$ cat config.mk
export PLATFORM = sky130hd
export DESIGN_NAME = stopwatch_ctrl_flat
export DESIGN_NICKNAME = d
export VERILOG_FILES = /design/src/rtl/stopwatch_ctrl_if.sv /design/src/rtl/stopwatch_ctrl.sv /design/src/flat_wrapper.sv
export SDC_FILE = /design/constraint.sdc
export NUM_CORES = 1
export LEC_CHECK = 0
export CORE_UTILIZATION = 45
export DETAILED_ROUTE_END_ITERATION = 8
export PLACE_DENSITY = 0.73
export SLEW_MARGIN = 0
export SYNTH_ARGS = -nofsm -noshare
export SYNTH_HDL_FRONTEND = slang
export SYNTH_SLANG_ARGS = --single-unit
$ cat constraint.sdc
create_clock -name clk -period 2.6 [get_ports clk]
set_clock_uncertainty 0.15 [all_clocks]
set_input_delay 0.52 -clock clk [delete_from_list [all_inputs] [get_ports clk]]
set_output_delay 0.52 -clock clk [all_outputs]
set_load 0.02 [all_outputs]
$ cat src/rtl/stopwatch_ctrl_if.sv
// Command/status bundle between the front-panel decoder, the stopwatch controller and the display mux.
// The decoder side drives commands and alarm settings; the controller drives time, lap and status.
interface stopwatch_ctrl_if;
  logic       cmd_start;
  logic       cmd_stop;
  logic       cmd_clear;
  logic       cmd_lap;
  logic       alarm_en;
  logic [5:0] alarm_min;
  logic [5:0] alarm_sec;
  logic       alarm_ack;

  logic       sec_tick;
  logic [5:0] second;
  logic [5:0] minute;
  logic [5:0] lap_sec;
  logic [5:0] lap_min;
  logic       lap_valid;
  logic       running;
  logic       alarm;
  logic       overflow;

  modport master (
    output cmd_start, cmd_stop, cmd_clear, cmd_lap,
    output alarm_en, alarm_min, alarm_sec, alarm_ack,
    input  sec_tick, second, minute, lap_sec, lap_min,
    input  lap_valid, running, alarm, overflow
  );

  modport slave (
    input  cmd_start, cmd_stop, cmd_clear, cmd_lap,
    input  alarm_en, alarm_min, alarm_sec, alarm_ack,
    output sec_tick, second, minute, lap_sec, lap_min,
    output lap_valid, running, alarm, overflow
  );
endinterface

$ cat src/rtl/stopwatch_ctrl.sv
// Stopwatch run/pause/clear controller: 1 s prescaler, command FSM, mm:ss counter, lap, alarm, overflow.
// All outputs registered; commands take effect on the edge they are sampled.
module stopwatch_ctrl #(
  parameter int unsigned TICKS_PER_SEC = 50,
  parameter int unsigned MAX_MIN       = 59
) (
  input logic             clk,
  input logic             rst,
  stopwatch_ctrl_if.slave sw
);

  localparam int unsigned   PW        = (TICKS_PER_SEC > 2) ? $clog2(TICKS_PER_SEC) : 1;
  localparam logic [PW-1:0] PRESC_END = PW'(TICKS_PER_SEC - 1);
  localparam logic [5:0]    MIN_END   = 6'(MAX_MIN);
  localparam logic [5:0]    SEC_END   = 6'd59;

  typedef enum logic [1:0] {
    IDLE  = 2'd0,
    RUN   = 2'd1,
    PAUSE = 2'd2,
    DONE  = 2'd3
  } state_t;

  state_t        state_q, state_d;
  logic [PW-1:0] presc_q, presc_d;
  logic [5:0]    sec_q, sec_d;
  logic [5:0]    min_q, min_d;
  logic [5:0]    lap_sec_q, lap_sec_d;
  logic [5:0]    lap_min_q, lap_min_d;
  logic          tick_q, tick_d;
  logic          lap_vld_q, lap_vld_d;
  logic          running_q, running_d;
  logic          alarm_q, alarm_d;
  logic          ovf_q, ovf_d;

  logic tick_due;
  logic at_max;

  assign tick_due = (state_q == RUN) && (presc_q == PRESC_END);
  assign at_max   = (sec_q == SEC_END) && (min_q == MIN_END);

  always_comb begin
    state_d   = state_q;
    presc_d   = presc_q;
    sec_d     = sec_q;
    min_d     = min_q;
    lap_sec_d = lap_sec_q;
    lap_min_d = lap_min_q;
    tick_d    = 1'b0;
    lap_vld_d = 1'b0;
    alarm_d   = alarm_q;
    ovf_d     = ovf_q;

    if (sw.cmd_clear) begin
      state_d = IDLE;
      presc_d = '0;
      sec_d   = '0;
      min_d   = '0;
      alarm_d = 1'b0;
      ovf_d   = 1'b0;
    end else begin
      if (sw.alarm_ack) begin
        alarm_d = 1'b0;
      end

      // Prescaler keeps counting on the stop edge, so a resume continues the same phase.
      if (state_q == RUN) begin
        if (tick_due) begin
          presc_d = '0;
          if (at_max) begin
            ovf_d = 1'b1;
          end else begin
            tick_d = 1'b1;
            if (sec_q == SEC_END) begin
              sec_d = '0;
              min_d = min_q + 6'd1;
            end else begin
              sec_d = sec_q + 6'd1;
            end
            if (sw.alarm_en && (sec_d == sw.alarm_sec) && (min_d == sw.alarm_min)) begin
              alarm_d = 1'b1;
            end
          end
        end else begin
          presc_d = presc_q + PW'(1);
        end
      end

      unique case (state_q)
        IDLE: begin
          if (sw.cmd_start && !sw.cmd_stop) begin
            state_d = RUN;
            presc_d = '0;
          end
        end
        RUN: begin
          if (tick_due && at_max) begin
            state_d = DONE;
          end else if (sw.cmd_stop) begin
            state_d = PAUSE;
          end
        end
        PAUSE: begin
          if (sw.cmd_start && !sw.cmd_stop) begin
            state_d = RUN;
          end
        end
        DONE: begin
          state_d = DONE;
        end
        default: begin
          state_d = IDLE;
        end
      endcase

      // Lap samples the pre-advance time of this edge.
      if (sw.cmd_lap && (state_q != IDLE)) begin
        lap_sec_d = sec_q;
        lap_min_d = min_q;
        lap_vld_d = 1'b1;
      end
    end

    running_d = (state_d == RUN);
  end

  always_ff @(posedge clk or posedge rst) begin
    if (rst) begin
      state_q   <= IDLE;
      presc_q   <= '0;
      sec_q     <= '0;
      min_q     <= '0;
      lap_sec_q <= '0;
      lap_min_q <= '0;
      tick_q    <= 1'b0;
      lap_vld_q <= 1'b0;
      running_q <= 1'b0;
      alarm_q   <= 1'b0;
      ovf_q     <= 1'b0;
    end else begin
      state_q   <= state_d;
      presc_q   <= presc_d;
      sec_q     <= sec_d;
      min_q     <= min_d;
      lap_sec_q <= lap_sec_d;
      lap_min_q <= lap_min_d;
      tick_q    <= tick_d;
      lap_vld_q <= lap_vld_d;
      running_q <= running_d;
      alarm_q   <= alarm_d;
      ovf_q     <= ovf_d;
    end
  end

  assign sw.sec_tick  = tick_q;
  assign sw.second    = sec_q;
  assign sw.minute    = min_q;
  assign sw.lap_sec   = lap_sec_q;
  assign sw.lap_min   = lap_min_q;
  assign sw.lap_valid = lap_vld_q;
  assign sw.running   = running_q;
  assign sw.alarm     = alarm_q;
  assign sw.overflow  = ovf_q;

endmodule

$ cat src/flat_wrapper.sv
// flat-port wrapper written by rule: the top's interface ports become plain ports
module stopwatch_ctrl_flat 
#(
  parameter int unsigned TICKS_PER_SEC = 50,
  parameter int unsigned MAX_MIN       = 59
)
  (clk, rst, sw_cmd_start, sw_cmd_stop, sw_cmd_clear, sw_cmd_lap, sw_alarm_en, sw_alarm_min, sw_alarm_sec, sw_alarm_ack, sw_sec_tick, sw_second, sw_minute, sw_lap_sec, sw_lap_min, sw_lap_valid, sw_running, sw_alarm, sw_overflow);
  stopwatch_ctrl_if sw_i ();
  input logic clk;
  input logic rst;
  input wire logic [$bits(sw_i.cmd_start)-1:0] sw_cmd_start;
  input wire logic [$bits(sw_i.cmd_stop)-1:0] sw_cmd_stop;
  input wire logic [$bits(sw_i.cmd_clear)-1:0] sw_cmd_clear;
  input wire logic [$bits(sw_i.cmd_lap)-1:0] sw_cmd_lap;
  input wire logic [$bits(sw_i.alarm_en)-1:0] sw_alarm_en;
  input wire logic [$bits(sw_i.alarm_min)-1:0] sw_alarm_min;
  input wire logic [$bits(sw_i.alarm_sec)-1:0] sw_alarm_sec;
  input wire logic [$bits(sw_i.alarm_ack)-1:0] sw_alarm_ack;
  output wire logic [$bits(sw_i.sec_tick)-1:0] sw_sec_tick;
  output wire logic [$bits(sw_i.second)-1:0] sw_second;
  output wire logic [$bits(sw_i.minute)-1:0] sw_minute;
  output wire logic [$bits(sw_i.lap_sec)-1:0] sw_lap_sec;
  output wire logic [$bits(sw_i.lap_min)-1:0] sw_lap_min;
  output wire logic [$bits(sw_i.lap_valid)-1:0] sw_lap_valid;
  output wire logic [$bits(sw_i.running)-1:0] sw_running;
  output wire logic [$bits(sw_i.alarm)-1:0] sw_alarm;
  output wire logic [$bits(sw_i.overflow)-1:0] sw_overflow;
  assign sw_i.cmd_start = sw_cmd_start;
  assign sw_i.cmd_stop = sw_cmd_stop;
  assign sw_i.cmd_clear = sw_cmd_clear;
  assign sw_i.cmd_lap = sw_cmd_lap;
  assign sw_i.alarm_en = sw_alarm_en;
  assign sw_i.alarm_min = sw_alarm_min;
  assign sw_i.alarm_sec = sw_alarm_sec;
  assign sw_i.alarm_ack = sw_alarm_ack;
  assign sw_sec_tick = sw_i.sec_tick;
  assign sw_second = sw_i.second;
  assign sw_minute = sw_i.minute;
  assign sw_lap_sec = sw_i.lap_sec;
  assign sw_lap_min = sw_i.lap_min;
  assign sw_lap_valid = sw_i.lap_valid;
  assign sw_running = sw_i.running;
  assign sw_alarm = sw_i.alarm;
  assign sw_overflow = sw_i.overflow;
  stopwatch_ctrl #(.TICKS_PER_SEC(TICKS_PER_SEC), .MAX_MIN(MAX_MIN)) u_core (.clk(clk), .rst(rst), .sw(sw_i));
endmodule
# Word level (Yosys, flattened, before mapping)
# Index checks and enable logic that the tools add are counted.
# word_totals
regBits,37
latch_bits,0
ram_bits,0
mem_bits_ro,0
inputBits,20
out_inout_bits,29
elab_cells,86
mem_count,0
# op_classes
add_sub_neg,3
n_mul,0
div_mod_pow,0
order_cmp,0
n_eq_ne,10
n_shift,0
n_mux,44
bitwise,1
n_reduce_logical,17
# op_table
op,count
$mux W6,23
$add A6 B1 Y6 const B,3
$eq A6 B6 Y1 const B,3
$mux W1,16
$eq A6 B6 Y1,2
$mux W2,4
$reduce_bool A2 Y1,4
$logic_and A1 B1 Y1,7
$pmux W2 S3,1
$reduce_and A3 Y1,2
$eq A2 B1 Y1 const B,2
$eq A2 B2 Y1 const B,2
$logic_not A2 Y1,1
$ne A2 B2 Y1 const B,1
$reduce_and A2 Y1,1
$reduce_or A2 Y1,1
$logic_not A1 Y1,1
$not A1 Y1,1

# Longest topological paths before layout
# logic_depth
depth_word,14
ltp_mapped,9
depth_no_buf,7

# Worst setup path before layout
# No wires, ideal clock.
# synth_timing
kind,register to register
start,"reg u_core.sec_q[0], in the netlist u_core.sw.second[0]"
end,"reg u_core.alarm_q, in the netlist u_core.sw.alarm"
setup_ns,0.077
t_arrival_ns,2.034
required_ns,2.373
setup_slack_ns,0.340
stages_incl_launch_ff,9
path_buffers,1
synth_period_minus_slack_ns,2.260
cell_sequence,dfrtp_1 -> ha_1 -> buf_4 -> nand4_4 -> nor3b_2 -> nand4_1 -> a2111oi_2 -> o2111ai_1 -> o21ai_1
# synth_via
elab_chain_len,14
word_cells_on_any_way,22
classes_between,add/sub: 1; eq/ne: 3; mux: 15; reduce/logical: 3
# synth_rtl
item,line,text
start: declaration,stopwatch_ctrl.sv:26,"logic [5:0] sec_q, sec_d;"
start signal: assignment,stopwatch_ctrl.sv:131,sec_q <= '0;
start signal: assignment,stopwatch_ctrl.sv:143,sec_q <= sec_d;
$add A6 B1 Y6 or $eq A6 B6 Y1 (tied branches),"stopwatch_ctrl.sv:78, stopwatch_ctrl.sv:40, stopwatch_ctrl.sv:74",
$mux W6,stopwatch_ctrl.sv:74,if (sec_q == SEC_END) begin
$mux W6,stopwatch_ctrl.sv:70,if (at_max) begin
$mux W6,stopwatch_ctrl.sv:68,if (tick_due) begin
$mux W6,stopwatch_ctrl.sv:67,if (state_q == RUN) begin
$mux W6,stopwatch_ctrl.sv:54,if (sw.cmd_clear) begin
$eq A6 B6 Y1,stopwatch_ctrl.sv:80,if (sw.alarm_en && (sec_d == sw.alarm_sec) && (min_d == sw.alarm_min)) begin
$logic_and A1 B1 Y1 (2 in a row),stopwatch_ctrl.sv:80,
$mux W1,stopwatch_ctrl.sv:80,
$mux W1 *,stopwatch_ctrl.sv:70,
$mux W1 *,stopwatch_ctrl.sv:68,
$mux W1 *,stopwatch_ctrl.sv:67,
$mux W1 *,stopwatch_ctrl.sv:54,
named net u_core.alarm_d,stopwatch_ctrl.sv:33,"logic alarm_q, alarm_d;"
end signal: assignment,stopwatch_ctrl.sv:150,alarm_q <= alarm_d;
end: declaration,stopwatch_ctrl.sv:33,
# The timed path passes the listed nets; every way through them passes the cells marked *. The select of a mux whose other input is x is not followed.
# A chain may end at the register's enable or synchronous reset.

# Worst setup path after layout
# layout_timing
start,"reg u_core.sec_q[1], in the netlist u_core.sw.second[1]"
end,"reg u_core.alarm_q, in the netlist u_core.sw.alarm"
# The elaborated chain is that of the path after synthesis.

==> flow_summary.json <==
{
  "grt_usage": 0.215,
  "critPathCapture": "u_core.sw.alarm",
  "routed_wirelength_um": 4660,
  "antenna_found_initial": 0,
  "synth.net_count": 256,
  "ys_seq_area_frac": 0.451,
  "drive_above_1_share": 0.0813,
  "grt_overflow_total": 0,
  "place_congestion": 0.852,
  "peakVddDrop_uv": 183,
  "drt_first_pass_iters": 4,
  "crit_start": "u_core.sw.second[1]",
  "status": "finished clean",
  "leakage_nw": 1.16,
  "end_kind": "flip-flop",
  "ys.flop_type": "dfrtp_1",
  "rsz0062_at_grt": "false",
  "fp.dieH_um": 69.5,
  "placed_area_um2": 2600,
  "cp.required_ns": 2.66,
  "fin_crit_ns": 2.34,
  "final.period_utilization": 0.901,
  "gr-usage-met1": 0.302,
  "tns_ns": 0,
  "die_w_um": 69.5,
  "fp-row-count": 24,
  "cp-start-kind": "flip-flop",
  "crit_chain": "ha_1 > nand4_4 > nor3b_2 > nand4_1 > a2111oi_2 > o2111ai_1 > o21ai_1",
  "p_per_area_nw_per_um2": 416,
  "worst_pin_slew_ns": 0.584,
  "timing.rr.start": "u_core.sw.second[1]",
  "mostFrequentLayoutCell": "nand2_1",
  "worst-path-buf-inv": 0,
  "synth_edf_count": 0,
  "cap_violations": 0,
  "synth_cell_type_count": 39,
  "post_cts_buffers": 0,
  "cts_hold_buf": 0,
  "max-slew-margin-rel": 0.610,
  "remaining_drc_errors": 0,
  "num_vias": 1768,
  "ctsRootBufferMaster": "clkbuf_8",
  "path_class": "flip-flop to flip-flop",
  "grt_busiest_layer": "met2",
  "setup_violations": 0,
  "r2r-end": "u_core.sw.alarm",
  "worst-path-stages": 7,
  "start_util": 0.468,
  "port_buffers": 48,
  "maxSlewViolCount": 0,
  "async_flop_share": 1.00,
  "worst_path_largest_cell_delay_ns": 0.45,
  "io_pins": 49,
  "netlist_instances": 232,
  "critPathTopFamily": "compound AO/OA/AOI/OAI gates",
  "drt_iter0_markers": 89,
  "r2r_slack_ns": 0.26,
  "post_drt_wl_per_cell_um": 13.9,
  "coreArea_um2": 4380,
  "grt_pass1_vias": 1685,
  "finalPower_mw": 1.12,
  "clk-insertion-delay-late_ns": 0.28,
  "min_path_type": "flip-flop to flip-flop",
  "place_inst": 328,
  "viasPerCell": 5.28,
  "post_cts_resize_count": 0,
  "synth_seq_cells": 37,
  "reg2reg_depth": 7,
  "final_cell_mix": "nand2_1, clkdlybuf4s50_1, dfrtp_1, nor2_1, xnor2_1",
  "syn_area_um2": 2050,
  "layout.cells.non_filler": 335,
  "die_area_um2": 4840,
  "fmax_ghz": 0.427,
  "fin_area_um2": 2690,
  "worstPathMaxFanout": 8,
  "htreeDepth": 2,
  "finalHoldViolations": 0,
  "syn2layout_area_growth_pct": 30.9,
  "grt_start_max_net_pins": 38,
  "timing.hold.ws_ns": 0.326,
  "final_nets": 307,
  "grtUsageMet3": 0.0436,
  "grt_use_met2": 0.330,
  "hpwl_um": 3450,
  "numCtsBuffers": 5,
  "numClockSinks": 37,
  "critPathSlowestCell": "dfrtp_1",
  "yosysWarnings": 0,
  "syn_area_per_cell_um2": 8.85,
  "cts_buffer_depth": 2,
  "cts_tree": "built",
  "arrival_ns": 2.40,
  "clk_pin_slew_ns": 0.07,
  "num_antenna_cells": 0,
  "grt_first_pass_wirelength_um": 8160,
  "drtAntennaViolNets": 0
}
==> per-stage QoR <==
stage	util	worst slack [ns]
4_1_cts	0.613	0.257
5_1_grt	0.613	0.0347
2_1_floorplan	-	0.340
3_3_place_gp	0.593	0.342
3_5_place_dp	0.593	0.270
6_report	0.613	0.257
==> metal layers <==
metal / wire length [um] / up-vias / share of wire
met5: 0 / - / 0
met4: 66 / 0 / 0.014
met3: 231 / 5 / 0.050
met2: 2140 / 52 / 0.46
met1: 2220 / 831 / 0.48
li1: - / 880 / -
==> how the worst min path moves through the flow <==
stage | start | to | slack (ns) | cells after the start
after floorplan | u_core.presc_q[5] | u_core.presc_q[5] | 0.36 | 2
after global placement | u_core.sw.lap_min[5] | u_core.sw.lap_min[5] | 0.31 | 2
after detailed placement | u_core.sw.lap_sec[4] | u_core.sw.lap_sec[4] | 0.32 | 2
after CTS | u_core.sw.lap_sec[4] | u_core.sw.lap_sec[4] | 0.33 | 2
after global routing | u_core.sw.lap_sec[2] | u_core.sw.lap_sec[2] | 0.36 | 2
final | u_core.sw.lap_sec[5] | u_core.sw.lap_sec[5] | 0.33 | 2
==> cell usage after synthesis, types with 5 or more instances <==
cell	number	area [um2]
a21oi_1	11	55.1
clkbuf_1	6	22.5
dfrtp_1	37	926
inv_1	5	18.8
nand2_1	51	191
nand2b_1	5	31.3
nor2_1	26	97.6
nor3_1	7	35.0
o21ai_0	8	40.0
xnor2_1	14	123
xor2_1	10	87.6
==> worst min-delay path: cells and delay by family, from the launching register on <==
family,cells,cell delay [ns]
and+or+nand+nor,2,0.10
DFF,1,0.34
==> cell families after synthesis <==
group,after synthesis,synth area share
mux,3,0.0152
buf+inv,19,0.0445
flops,37,0.451
xor+xnor,24,0.102
compound gates,33,0.102
fa+ha+maj,4,0.0244
simple gates,112,0.260
==> power by group <==
part | switching (mW) | internal (mW) | total, mW | leakage [nW]
Clock | 0.184 | 0.210 | 0.395 | 0.0443
Combinational | 0.0629 | 0.0633 | 0.126 | 0.607
Sequential | 0.00891 | 0.588 | 0.597 | 0.512
Total | 0.256 | 0.862 | 1.12 | 1.16
==> flip-flops by register name (all words and copies together) (netlist names) <==
register and count:
u_core.sw.lap_valid 1, u_core.sw.sec_tick 1, u_core.sw.second 6, u_core.sw.alarm 1, u_core.sw.lap_min 6, u_core.sw.running 1
u_core.sw.minute 6, u_core.state_q 2, u_core.sw.lap_sec 6, u_core.sw.overflow 1, u_core.presc_q 6
==> cell type report <==
type	count	area [um2]
sequential	37	926
clock buffer	7	86.3
fill	391	1700
multi-input combinational	176	1040
inverter	5	18.8
timing repair buffer	58	556
tap	52	65.1
Power figures use the tool's default switching activity.
